## src/rtl/int2fp_conv.sv

```systemverilog
// ---------------------------------------------------------------------------
// int2fp_conv
//
// Sequential 32-bit integer (signed or unsigned) to IEEE-754 binary32
// converter. It feeds the floating-point divider's operand inputs, so it
// uses the same START/DONE handshake.
// Normalisation is a one-bit-per-cycle left-shift loop. Latency is lz+4
// edges for a non-zero operand (lz = leading zeros of the magnitude) and
// 2 edges for zero.
//
// Ports:
//   CLOCK      in   1  single clock, rising edge
//   RESET      in   1  asynchronous, active-low reset
//   START      in   1  request a conversion (sampled only in IDLE)
//   SIGNED     in   1  1 = InputInt is two's complement, 0 = unsigned
//   InputInt   in  32  integer operand, sampled with START
//   Result     out 32  converted float, held until the next completion
//   DONE       out  1  one-cycle pulse when Result becomes valid
//   BUSY       out  1  high whenever the FSM is not in IDLE
//   EXCEPTION  out  2  2'b00 exact, 2'b01 inexact; held like Result
//
// Configuration macro:
//   INT2FP_ROUND_NEAREST_EN  defined     -> round to nearest, ties to even
//                            not defined -> truncate (round toward zero)
// ---------------------------------------------------------------------------
module int2fp_conv (
    input  logic        CLOCK,
    input  logic        RESET,
    input  logic        START,
    input  logic        SIGNED,
    input  logic [31:0] InputInt,
    output logic [31:0] Result,
    output logic        DONE,
    output logic        BUSY,
    output logic [1:0]  EXCEPTION
);

    typedef enum logic [2:0] {
        IDLE  = 3'd0,
        ABS   = 3'd1,
        NORM  = 3'd2,
        ROUND = 3'd3,
        PACK  = 3'd4
    } state_t;

    state_t      state;
    state_t      state_next;

    logic [31:0] in_reg;
    logic        signed_reg;
    logic        sign;
    logic [31:0] mag;
    logic [7:0]  exp;
    logic [22:0] frac;
    logic        inexact;
    logic        zero_flag;
    logic [4:0]  count;

    logic        abs_sign;
    logic [31:0] abs_val;
    logic        norm_done;
    logic        guard;
    logic        sticky;
    logic        round_up;
    logic [23:0] frac_sum;

    // Magnitude of the captured operand. Negating 0x80000000 wraps back to
    // 0x80000000, which is exactly the unsigned magnitude we want.
    assign abs_sign = signed_reg & in_reg[31];
    assign abs_val  = abs_sign ? (~in_reg + 32'd1) : in_reg;

    // The counter is a safety bound only: a non-zero magnitude always has
    // its leading one in bit 31 after at most 31 shifts.
    assign norm_done = mag[31] | (count == 5'd31);

    // Bits below the 23-bit fraction decide rounding.
    assign guard  = mag[7];
    assign sticky = |mag[6:0];

`ifdef INT2FP_ROUND_NEAREST_EN
    // Ties go to the even fraction: mag[8] is the fraction LSB.
    assign round_up = guard & (sticky | mag[8]);
`else
    assign round_up = 1'b0;
`endif

    // Carry out of bit 23 means the fraction wrapped to zero and the
    // exponent must step up by one.
    assign frac_sum = {1'b0, mag[30:8]} + {23'd0, round_up};

    assign BUSY = (state != IDLE);

    // State register
    always_ff @(posedge CLOCK or negedge RESET) begin
        if (!RESET) begin
            state <= IDLE;
        end else begin
            state <= state_next;
        end
    end

    // Next-state logic
    always_comb begin
        state_next = state;
        case (state)
            IDLE:    if (START) state_next = ABS;
            ABS:     state_next = (abs_val == 32'd0) ? PACK : NORM;
            NORM:    if (norm_done) state_next = ROUND;
            ROUND:   state_next = PACK;
            PACK:    state_next = IDLE;
            default: state_next = IDLE;
        endcase
    end

    // Datapath and registered outputs
    always_ff @(posedge CLOCK or negedge RESET) begin
        if (!RESET) begin
            in_reg     <= 32'd0;
            signed_reg <= 1'b0;
            sign       <= 1'b0;
            mag        <= 32'd0;
            exp        <= 8'd0;
            frac       <= 23'd0;
            inexact    <= 1'b0;
            zero_flag  <= 1'b0;
            count      <= 5'd0;
            Result     <= 32'd0;
            EXCEPTION  <= 2'b00;
            DONE       <= 1'b0;
        end else begin
            DONE <= 1'b0;
            case (state)
                IDLE: begin
                    if (START) begin
                        in_reg     <= InputInt;
                        signed_reg <= SIGNED;
                    end
                end
                ABS: begin
                    sign      <= abs_sign;
                    mag       <= abs_val;
                    exp       <= 8'd158;
                    count     <= 5'd0;
                    inexact   <= 1'b0;
                    zero_flag <= (abs_val == 32'd0);
                end
                NORM: begin
                    if (!norm_done) begin
                        mag   <= {mag[30:0], 1'b0};
                        exp   <= exp - 8'd1;
                        count <= count + 5'd1;
                    end
                end
                ROUND: begin
                    frac    <= frac_sum[22:0];
                    inexact <= guard | sticky;
                    if (frac_sum[23]) begin
                        exp <= exp + 8'd1;
                    end
                end
                PACK: begin
                    Result    <= zero_flag ? 32'd0 : {sign, exp, frac};
                    EXCEPTION <= {1'b0, inexact};
                    DONE      <= 1'b1;
                end
                default: begin
                end
            endcase
        end
    end

endmodule
```

## config.mk

```make
export PLATFORM = sky130hd
export DESIGN_NAME = int2fp_conv
export DESIGN_NICKNAME = d
export VERILOG_FILES = /design/src/rtl/int2fp_conv.sv
export SDC_FILE = /design/constraint.sdc
export NUM_CORES = 1
export LEC_CHECK = 0
export ABC_AREA = 1
export CELL_PAD_IN_SITES_DETAIL_PLACEMENT = 0
export CELL_PAD_IN_SITES_GLOBAL_PLACEMENT = 2
export CORE_AREA = 2 2 143 145
export CTS_CLUSTER_SIZE = 30
export DETAILED_ROUTE_END_ITERATION = 8
export DIE_AREA = 0 0 145 147
export PLACE_DENSITY_LB_ADDON = 0.3
export RECOVER_POWER = 100
export SETUP_SLACK_MARGIN = 0.02
export SLEW_MARGIN = 5
export SYNTH_ARGS = -nofsm -noshare
export SYNTH_HDL_FRONTEND = slang
export SYNTH_SLANG_ARGS = --single-unit
```

## constraint.sdc

```tcl
create_clock -name CLOCK -period 3.35 [get_ports CLOCK]
set_input_delay 0.335 -clock CLOCK [delete_from_list [all_inputs] [get_ports CLOCK]]
set_output_delay 0.335 -clock CLOCK [all_outputs]
set_load 0.02 [all_outputs]
```

==> reports/qor.yml <==
clocking:
  cts_buffers: 17
  cts_max_level: 4
  post_cts_resized: 0
  cts_tree: "done"
  cts_hold_buf: 0
  clkSinkCount: 141
  root_buffer: "clkbuf_16"
  clk_path_buf_depth: 2
  cts.clk_slew.worst_paths_ns: 0.06
  worstSkewPairLatency_ns: 0.42
  cts_setup_buffers: 0
floorplan:
  ioPinCount: 72
  die_h_um: 147
  fp.coreArea_um2: 19800
  dieArea_um2: 21300
  die_x_um: 145
  rows: 52
  start_util_pct: 35.5
detailed_routing:
  ant_nets: 0
  drt_iter0_markers: 271
  first_pass_iters: 5
  routed_wirelength_um: 17200
  dr_total_vias: 5867
  viasPerCell: 4.72
  route.detailed.drc: 0
  detail_route.wl_per_cell_um: 13.8
logic_synthesis:
  synthMuxAreaShare_pct: 0.320
  synthXorXnorAreaFrac_pct: 0.249
  syn_avg_cell_area_um2: 7.78
  postSynthCellCount: 904
  seq_area_frac_synth_pct: 50.2
  synth_area_leaders: "dfrtp_1, nand2_1, o21ai_0"
  ys_ff_latch: 141
  yosys_warnings: 0
  synth.distinct_cells: 41
  synth_top_family_by_area: "simple AND/OR/NAND/NOR gates"
  synth_fa_ha_area_share_pct: 0.711
  synth_area_leader_cell: "dfrtp_1"
  synth_compound_area_share_pct: 14.8
  synthesis.area_um2: 7040
  synthSimpleGateAreaFrac_pct: 25.6
  synth_top_cell_area_share_pct: 50.2
  syn-num-nets: 944
critical_path:
  start_kind: "flop"
  r2r_end: "exp[6]"
  max_stage_delay_ns: 0.43
  r2r_start: "state[2]"
  path_cells: "inv_1 -> nand2_1 -> nor2_1 -> inv_1 -> nand2_4 -> inv_2 -> nor3_1 -> nand3_1 -> o21ai_0 -> a21oi_1"
  critPathRequiredTime_ns: 3.66
  worstSetupEndpoint: "exp[6]"
  crit_fanout: 28
  setup.worst_path.start: "state[2]"
  cp.arrival_ns: 3.00
  crit_path_end_kind: "flop"
  crit_slowest_cell: "dfrtp_1"
  path_class: "reg2reg"
  rr_worst_depth: 10
  critPathMostFrequentCell: "inv_1"
  r2r_slack_ns: 0.66
timing:
  drv_slew: 212
  slew_headroom_pct: -61.4
  worst_slew_pin_slew_ns: 2.42
  period_share_pct: 80.4
  clock.fmax_mhz: 372
  final_hold_viol_count: 0
  setup_viol: 0
  skew_ns: 0.00842
  finalCriticalPeriod_ns: 2.69
  rsz0062_at_grt: "no"
  fin_tns_setup_ns: 0
  hold_slack_ns: 0.469
  setup_ws_ns: 0.658
run_status:
  violations: "max-capacitance violations, max-slew violations"
  status: "complete, but fails checks"
pwr:
  power.total_mw: 9.32
  vdd_drop_max_mv: 0.453
  p_leak_nw: 4.14
  power.density_nw_per_um2: 1100
grt:
  grt_max_degree: 98
  grt_pass1_vias: 5639
  grtUsageTotal_pct: 17.0
  overflow: 0
  antenna_found_initial: 0
  grt_pass1_wl_um: 29100
hold_path:
  hold_class: "reg2reg"
  min_from: "EXCEPTION[0]"
cells_and_area:
  diodes: 0
  final_cell_area_um2: 8510
  layout-drive-gt1-share_pct: 6.37
  fin_nets: 1001
  final_common_cell: "nand2_1"
  seq_area_um2: 3530
  area_growth_pct: 20.9
  multi_input_area_um2: 2930
  fill_cells: 2113
  final_cell_mix: "nand2_1, dfrtp_1, nor2_1"
flow_run:
  cap_viol_max_count: 3
placed_design:
  pre_cts_slack_ns: 0.857
  port_buffers: 70
  finalWeightedCongestion: 0.820
  place_area_um2: 7930
  detailed_place_hpwl_um: 12600
-- per-layer routing --
metal | up-vias | GRT usage, % | routed length (um)
met2 | 97 | 25.8 | 7420
li1 | 3051 | - | -
met1 | 2706 | 24.8 | 9100
met5 | - | 0 | 0
met3 | 13 | 2.73 | 442
met4 | 0 | 5.79 | 206
-- how the worst min path moves through the flow --
| stage | end | slack, ns | cells past startpoint |
|---|---|---|---|
| 5_1_grt | in_reg[26] | 0.49 | 3 |
| 3_3_place_gp | EXCEPTION[0] | 0.46 | 2 |
| 3_5_place_dp | EXCEPTION[0] | 0.47 | 2 |
| 2_1_floorplan | DONE | 0.04 | 0 |
| 4_1_cts | in_reg[3] | 0.04 | 1 |
| 6_report | EXCEPTION[0] | 0.47 | 2 |
-- cell families (layout without fill, tap and decap cells) --
kind of cell	after synthesis	in the layout
flip-flops	141	141
buffers and inverters	134	204
AND/OR/NAND/NOR	424	424
AO/OA/AOI/OAI	196	196
adder cells (fa/ha/maj)	4	4
other	1	1
XOR/XNOR	2	2
multiplexers	2	2
-- layout make-up --
| class | instances | area share [%] |
|---|---|---|
| clock inverters | 14 | 2.18 |
| flip-flops and latches | 141 | 41.5 |
| well taps | 270 | 3.97 |
| clock buffers | 18 | 5.05 |
| multi-input cells | 629 | 34.4 |
| repair buffers | 77 | 8.61 |
| inverters | 95 | 4.28 |
-- through the flow --
step                      utilization (%)  std cells
after floorplan                         -        904
after global placement               40.0       1212
after detailed placement             40.0       1212
after CTS                            43.1       1244
after global routing                 42.9       1244
final                                42.9       1244
-- power breakdown --
part,total [mW],internal [mW],switching [mW]
sequential,2.95,2.48,0.469
clock,1.98,1.19,0.790
combinational,4.38,1.47,2.92
-- cells in the mapped netlist (all sizes together) --
cell	instances
nand3	52
nand4	11
o31ai	6
buf	12
o22ai	1
nand2	245
inv	94
clkbuf	27
nor2	109
nor3	4
clkinv	1
ha	4
xor2	2
a31oi	1
dfrtp	141
and2	1
o211ai	3
mux2	2
o21ai	96
a21oi	75
a22oi	14
nand3b	1
nor4	1
conb	1
-- worst max-delay path, delay by kind of cell, from the launching register on --
family,cells,cell delay [ns]
flops,1,0.43
buf+inv,3,0.69
simple gates,5,1.21
compound gates,2,0.24
Note: power is estimated with default switching activity, not from simulation.
